`src/rtl/alu_sequencer_if.sv`:
```
// Request-side valid/ready handshake into the ALU sequencer.
// The master presents an opcode and two operands; the slave answers with req_ready.
interface alu_sequencer_if;
  localparam int unsigned OP_W   = 4;
  localparam int unsigned DATA_W = 32;

  logic              req_valid;
  logic              req_ready;
  logic [OP_W-1:0]   req_op;
  logic [DATA_W-1:0] req_a;
  logic [DATA_W-1:0] req_b;

  modport master (output req_valid, output req_op, output req_a, output req_b,
                  input  req_ready);
  modport slave  (input  req_valid, input  req_op, input  req_a, input  req_b,
                  output req_ready);
endinterface

```
`src/rtl/alu_sequencer.sv`:
```
// Issue controller for a combinational ALU: latches one operation, holds it stable
// for an opcode-dependent number of cycles, then captures the 64-bit result into Z.
module alu_sequencer #(
  parameter int unsigned MUL_CYCLES = 4,
  parameter int unsigned DIV_CYCLES = 8
) (
  input  logic               clock,
  input  logic               clear,
  alu_sequencer_if.slave     req,
  output logic [31:0]        alu_a,
  output logic [31:0]        alu_b,
  output logic [3:0]         alu_op,
  input  logic [63:0]        alu_result,
  output logic [31:0]        z_hi,
  output logic [31:0]        z_lo,
  output logic               done,
  output logic               busy,
  output logic               dz_flag,
  output logic               ill_flag
);
  localparam int unsigned CNT_W  = 8;
  localparam logic [3:0]  OP_MUL = 4'd6;
  localparam logic [3:0]  OP_DIV = 4'd7;
  localparam logic [3:0]  OP_ILL = 4'd13;

  typedef enum logic [1:0] {
    IDLE = 2'd0,
    EXEC = 2'd1,
    DONE = 2'd2
  } state_t;

  state_t             state;
  logic [CNT_W-1:0]   count;
  logic               ready_q;
  logic               accept_c;

  // Remaining hold cycles after the first EXEC cycle; only MUL/DIV are multicycle.
  function automatic logic [CNT_W-1:0] hold_count(input logic [3:0] op);
    case (op)
      OP_MUL:  return CNT_W'(MUL_CYCLES - 1);
      OP_DIV:  return CNT_W'(DIV_CYCLES - 1);
      default: return '0;
    endcase
  endfunction

  assign req.req_ready = ready_q;
  assign accept_c      = req.req_valid && ready_q;

  always_ff @(posedge clock) begin
    if (clear) begin
      state    <= IDLE;
      count    <= '0;
      ready_q  <= 1'b1;
      busy     <= 1'b0;
      done     <= 1'b0;
      alu_a    <= '0;
      alu_b    <= '0;
      alu_op   <= '0;
      z_hi     <= '0;
      z_lo     <= '0;
      dz_flag  <= 1'b0;
      ill_flag <= 1'b0;
    end else begin
      done <= 1'b0;
      unique case (state)
        IDLE, DONE: begin
          if (accept_c) begin
            alu_a   <= req.req_a;
            alu_b   <= req.req_b;
            alu_op  <= req.req_op;
            count   <= hold_count(req.req_op);
            state   <= EXEC;
            ready_q <= 1'b0;
            busy    <= 1'b1;
          end else begin
            state   <= IDLE;
            ready_q <= 1'b1;
            busy    <= 1'b0;
          end
        end
        EXEC: begin
          // ALU inputs stay untouched here so multicycle paths see a stable source.
          if (count == '0) begin
            z_hi     <= alu_result[63:32];
            z_lo     <= alu_result[31:0];
            dz_flag  <= (alu_op == OP_DIV) && (alu_b == '0);
            ill_flag <= (alu_op >= OP_ILL);
            state    <= DONE;
            done     <= 1'b1;
            busy     <= 1'b0;
            ready_q  <= 1'b1;
          end else begin
            count <= count - CNT_W'(1);
          end
        end
        default: begin
          state   <= IDLE;
          ready_q <= 1'b1;
          busy    <= 1'b0;
        end
      endcase
    end
  end
endmodule

```
`src/flat_wrapper.sv`:
```
// flat-port wrapper written by rule: the top's interface ports become plain ports
module alu_sequencer_flat 
#(
  parameter int unsigned MUL_CYCLES = 4,
  parameter int unsigned DIV_CYCLES = 8
)
  (clock, clear, alu_a, alu_b, alu_op, alu_result, z_hi, z_lo, done, busy, dz_flag, ill_flag, req_req_valid, req_req_op, req_req_a, req_req_b, req_req_ready);
  alu_sequencer_if req_i ();
  input  logic clock;
  input  logic clear;
  output logic [31:0] alu_a;
  output logic [31:0] alu_b;
  output logic [3:0] alu_op;
  input  logic [63:0] alu_result;
  output logic [31:0] z_hi;
  output logic [31:0] z_lo;
  output logic done;
  output logic busy;
  output logic dz_flag;
  output logic ill_flag;
  input wire logic [$bits(req_i.req_valid)-1:0] req_req_valid;
  input wire logic [$bits(req_i.req_op)-1:0] req_req_op;
  input wire logic [$bits(req_i.req_a)-1:0] req_req_a;
  input wire logic [$bits(req_i.req_b)-1:0] req_req_b;
  output wire logic [$bits(req_i.req_ready)-1:0] req_req_ready;
  assign req_i.req_valid = req_req_valid;
  assign req_i.req_op = req_req_op;
  assign req_i.req_a = req_req_a;
  assign req_i.req_b = req_req_b;
  assign req_req_ready = req_i.req_ready;
  alu_sequencer #(.MUL_CYCLES(MUL_CYCLES), .DIV_CYCLES(DIV_CYCLES)) u_core (.clock(clock), .clear(clear), .req(req_i), .alu_a(alu_a), .alu_b(alu_b), .alu_op(alu_op), .alu_result(alu_result), .z_hi(z_hi), .z_lo(z_lo), .done(done), .busy(busy), .dz_flag(dz_flag), .ill_flag(ill_flag));
endmodule
```
`config.mk`:
```
export PLATFORM = sky130hd
export DESIGN_NAME = alu_sequencer_flat
export DESIGN_NICKNAME = d
export VERILOG_FILES = /design/src/rtl/alu_sequencer_if.sv /design/src/rtl/alu_sequencer.sv /design/src/flat_wrapper.sv
export SDC_FILE = /design/constraint.sdc
export NUM_CORES = 1
export LEC_CHECK = 0
export ABC_AREA = 1
export CAP_MARGIN = 25
export CORE_MARGIN = 2
export CORE_UTILIZATION = 42
export DETAILED_ROUTE_END_ITERATION = 7
export PLACE_DENSITY_LB_ADDON = 0.3
export SLEW_MARGIN = 20
export SYNTH_ARGS = -nofsm -noshare
export SYNTH_HDL_FRONTEND = slang
export SYNTH_SLANG_ARGS = --single-unit
```
`constraint.sdc`:
```
create_clock -name clock -period 2.8 [get_ports clock]
set_input_delay 0.56 -clock clock [delete_from_list [all_inputs] [get_ports clock]]
set_output_delay 0.56 -clock clock [all_outputs]
set_load 0.01 [all_outputs]
```
Yosys cells after proc, flatten, opt, wreduce, memory -nomap -nowiden
Cells that the tools add are included.
{"block": "classes", "n_eq_ne": 8, "addsub": 1, "n_mux": 14, "n_reduce_logical": 11, "order_cmp": 1, "bitwise_logic": 1}
{"op": "32-bit zero test", "n": 1}
{"op": "8-bit two-way mux", "n": 2}
{"op": "8-bit case mux with 2 select lines", "n": 1}
{"op": "4-bit by 3-bit equality test with 1-bit output (second input constant)", "n": 3}
{"op": "8-bit zero test", "n": 1}
{"op": "8-bit by 1-bit subtractor with 8-bit output (second input constant)", "n": 1}
{"op": "1-bit two-way mux", "n": 6}
{"op": "3-bit case mux with 2 select lines", "n": 1}
{"op": "4-bit greater-or-equal comparator (second input constant)", "n": 1}
{"op": "2-bit by 1-bit != test with 1-bit output (second input constant)", "n": 2}
{"op": "1-bit case mux with 2 select lines", "n": 2}
{"op": "2-bit case mux with 2 select lines", "n": 1}
{"op": "2-bit AND reduction", "n": 2}
{"op": "2-bit OR reduction", "n": 2}
{"op": "3-bit AND reduction", "n": 1}
{"op": "2-bit by 1-bit equality test with 1-bit output (second input constant)", "n": 1}
{"op": "2-bit equality test (second input constant)", "n": 1}
{"op": "1-bit logical AND", "n": 2}
{"op": "2-bit zero test", "n": 1}
{"op": "2-bit two-way mux", "n": 1}
{"op": "2-bit != test (second input constant)", "n": 1}
{"op": "2-bit nonzero test", "n": 1}
{"op": "1-bit NOT", "n": 1}
{"block": "word_totals", "inputBits": 135, "out_inout_bits": 137, "register_bits": 147, "wordCells": 48}

Logic depth before layout (Yosys ltp)
{"block": "depth", "ltp_word": 4, "ltp_mapped": 9, "mapped_depth_nobuf": 8}

Worst setup path before layout
OpenSTA, ideal clock, no wires.
{"block": "synth_path", "path_type": "in2reg", "startpoint": "input port clear", "endpoint": "register u_core.z_lo[16]", "path_slack_ps": 1347, "stages": 4, "t_arrival_ps": 1321, "required_time_ps": 2668, "setup_time_ps": 132, "cell_sequence": "buf_2 -> clkbuf_1 -> clkbuf_1 -> a21oi_1"}
{"element": "start, declared", "line_no": "flat_wrapper.sv:10", "text": "input logic clear;"}
{"element": "end signal, assigned", "line_no": "alu_sequencer.sv:85", "text": "z_lo <= alu_result[31:0];"}
{"element": "end, declared", "line_no": "alu_sequencer.sv:15", "text": "output logic [31:0] z_lo,"}
No word-level cell between the ends.

Worst setup path after layout
{"block": "layout_path", "startpoint": "register u_core.ready_q (netlist: u_core.req.req_ready)", "endpoint": "output port req_req_ready"}
{"element": "start, declared", "line_no": "alu_sequencer.sv:34", "text": "logic ready_q;"}
{"element": "start signal, assigned", "line_no": "alu_sequencer.sv:53", "text": "ready_q <= 1'b1;"}
{"element": "start signal, assigned", "line_no": "alu_sequencer.sv:73", "text": "ready_q <= 1'b0;"}
{"element": "start signal, assigned", "line_no": "alu_sequencer.sv:77", "text": "ready_q <= 1'b1;"}
{"element": "end, declared", "line_no": "flat_wrapper.sv:25", "text": "output wire logic [$bits(req_i.req_ready)-1:0] req_req_ready;"}
No word-level cell between the ends.

==> summary.md <==
| Metric | Value |
|---|---|
| Worst slew pin tran | roughly 770 ps |
| Total number of vias | around 5600 |
| Worst relative slew slack | 0.4887 |
| Largest net degree at the start of global routing | 70 |
| Comb power frac | 0.347 |
| Fill cells | 1071 |
| Core Util, Final | 0.7060 |
| CP max FO | 3 |
| Final Skew | approximately 6.7 ps |
| Clock slew at reported path FFs | roughly 60 ps |
| Largest area contributor in the netlist | dfxtp_1 |
| Crit-path leading delay family | buffers and inverters |
| Critical Path, Cell by Cell | clkdlybuf4s50_1 |
| GRT Total Usage | 0.2319 |
| Post-DR vias/cell | roughly 5 |
| Hold Crit Class | reg2reg |
| Post-Synth XOR/XNOR Area | 0 |
| Layout cells sized above 1 | 0.06495 |
| Critical path arrival | about 1400 ps |
| I/O Pins | 272 |
| Pre-CTS setup slack | a little over 700 ps |
| Area Overhead vs Synth | 62.64% |
| Die width | 118.7 um |
| Clock latency on the worst-skew pair | 410 ps |
| DRC viols | 0 |
| Post-Route WL | 16.56 mm |
| Clk sinks | roughly 150 |
| Max-slew violation count | 0 |
| Peak supply drop | approximately 0.51 mV |
| Number of global-route vias before repair | roughly 5200 |
| Largest family of logic cells by synthesized area | simple AND/OR/NAND/NOR gates |
| Post-synth ARST share | 0 |
| Syn nets | between 800 and 900 |
| Fin area | ~9000 sq um |
| Setup Buffers After CTS | 0 |
| Seq/Total Area, Yosys | 0.5292 |
| Post-CTS Hold Buffers | 0 |
| Post-DP HPWL | 11.37 mm |
| Post-CTS resize count | 0 |
| Top cells by count, synth | 166 x nor2_1, 146 x dfxtp_1, 82 x nand2_1 |
| Ranking of synthesized cells by area | dfxtp_1 53%, nor2_1 11%, a21oi_1 6.7% |
| Antenna-violating nets left | 0 |
| RSZ-0062 raised after global routing | false |
| DRT iter0 DRCs | a little under 400 |
| Req. time, crit path | 2240 ps |
| DIE AREA | between 10000 and 15000 sq um |
| Main flop type after synthesis | dfxtp_1 |
| IO buf count | roughly 270 |
| Post-synthesis simple-gate area fraction | 0.2657 |
| Pleak | ~3.3 nW |
| WP buf/inv | 1 |
| H-tree levels | 4 |
| Post-synth EDFFs | 0 |
| GR Overflow Total | 0 |
| Initial antenna violation count | 0 |
| Endpoint class of the critical path | output port |
| First-pass GRT wire length | between 20 and 30 mm |
| Core area | around 13000 sq um |
| TritonRoute pass-1 iters | 4 |
| Sequential cell area | roughly 3000 sq um |
| # setup viols final | 0 |
| Nets@finish | approximately 1100 |
| CP startpoint kind | flop |
| Mapped Area | between 5000 and 6000 sq um |
| Max cap viols | 0 |
| Largest incremental delay on the critical path | roughly 600 ps |
| Synth Instances | slightly above 700 |
| Ant. Diodes | 0 |
| Power Internal | about 5.6 mW |
| Final TNS setup | 0 ps |
| Fmax | about 510 MHz |
| Clock Power Share | 0.324 |
| P_sw | about 2.7 mW |
| Ys Warns | 0 |
| Area post-placement | about 8300 sq um |
| Final worst slack | 842.3 ps |
| Die Ht | between 100 and 150 um |
| Gp weighted congestion | between 0.7 and 0.8 |
| Hold Slack | 458.6 ps |
| Critical path class | reg2out |
| Most common cell in the netlist | nor2_1 |
| Synth Area per Inst | 7.812 sq um |
| Synth cell types | 24 |
| #FFs+latches synth | between 100 and 150 |
| CTS Buffer Depth | 2 |
| Synth Area in Adders | 0.004531 |
| Wire per inst | between 10 and 15 um |
| Multi-input combinational cell area | 2247 sq um |
| CTS tree | done |
| Status | finished, final reports clean |
| Synth Area in Compound Gates | 0.1366 |
| Mux contribution to synthesized area | 0 |
| Top cell type's share of synthesized area | 0.5292 |
| Minimum clock period | around 2000 ps |
| Final hold vios | 0 |
| Pwr dens | 924.0 nW/um^2 |
| Critical-path top delay cell | clkdlybuf4s50_1 |
| Initial core utilization | 0.4341 |
| Period utilisation layout | 0.6992 |
| CTS buffer count | 17 |
| Switching part of the total | 0.3229 |
| Sequential share of power | 0.329 |
| CTS root buffer | clkbuf_16 |
| Row Count | 41 |
## sequential cells by signal, indices dropped and copies added, names as in the netlist
register,count
u_core.alu_a,32
u_core.alu_b,32
u_core.alu_op,4
u_core.count,8
u_core.done,1
u_core.dz_flag,1
u_core.ill_flag,1
u_core.req.req_ready,1
u_core.state,2
u_core.z_hi,32
u_core.z_lo,32
## worst register-to-register path: cells and delay by family, from the launching register on
| kind | cells | cell delay [ps] |
|---|---|---|
| AOI/OAI and AO/OA | 1 | 80 |
| adders and majority gates | 1 | 150 |
| buffers and inverters | 2 | 370 |
| DFF | 1 | 320 |
| and+or+nand+nor | 4 | 770 |
## per-layer routing
layer	track usage	wire length, um
met5	0	0
met3	0.09701	1635
met4	0.08705	296
met2	0.3782	7755
met1	0.2711	6876
## cell type report
type                            count  area share
Clock buffer                       23     0.05433
Clock inverter                      9     0.02479
Inverter                           19    0.007940
Multi-Input combinational cell    491      0.2502
Sequential cell                   146      0.3254
Tap cell                          172     0.02396
Timing Repair Buffer              282      0.3134
## worst paths after layout
path	startpoint	slack, ps	endpoint	cells after the start
max	u_core.req.req_ready$_SDFFE_PP1P_	840	req_req_ready	1
min	u_core.z_lo[23]$_SDFFE_PP0P_	460	u_core.z_lo[23]$_SDFFE_PP0P_	2
max reg2reg	u_core.count[0]$_SDFFE_PP0P_	950	u_core.z_lo[29]$_SDFFE_PP0P_	8
min reg2reg	u_core.z_lo[23]$_SDFFE_PP0P_	460	u_core.z_lo[23]$_SDFFE_PP0P_	2
## kinds of logic after synthesis
family | count (synthesis)
adder cells (fa/ha/maj) | 2
AND/OR/NAND/NOR | 339
AO/OA/AOI/OAI | 150
flip-flops | 146
buffers and inverters | 70
## placed cells by master, fill, tap and decap left out
cell             synthesis  routed
ha_1                     2       2
inv_1                   18      17
nand4_1                  5       5
clkdlybuf4s50_1          0     270
bufinv_16                0       7
nand3_1                 65      65
o21ai_2                  1       1
dfxtp_1                146     146
clkbuf_16                0      17
clkinv_2                 0       1
o21ai_1                  6       6
a21oi_1                 74      74
buf_12                   0       2
o21ai_0                 69      69
or2_0                    1       1
buf_4                    1       9
clkbuf_1                23       2
nand3_2                 11      11
nor3_1                   2       2
nand2_2                  3       3
buf_2                   18       1
nor2_2                   2       2
clkinvlp_4               0       1
inv_2                    1       2
nor2_4                   2       2
nand2_1                 82      82
clkbuf_8                 0       4
nor2_1                 166     166
## power by group through the flow
stage	Sequential [mW]	Combinational (mW)	Clock (mW)
detailed placement	2.77	2.90	0
CTS	2.73	2.91	2.72
floorplan	2.91	1.60	0
global route	2.78	3.18	2.83
finish	2.73	2.88	2.69
global placement	2.75	2.86	0
## stage by stage
step | power [mW] | std cells
finish | 8.299 | 1142
global route | 8.786 | 1142
CTS | 8.358 | 1142
detailed placement | 5.662 | 1110
global placement | 5.608 | 1110
floorplan | 4.514 | 707
No activity file was read; power rests on OpenSTA's default activity.
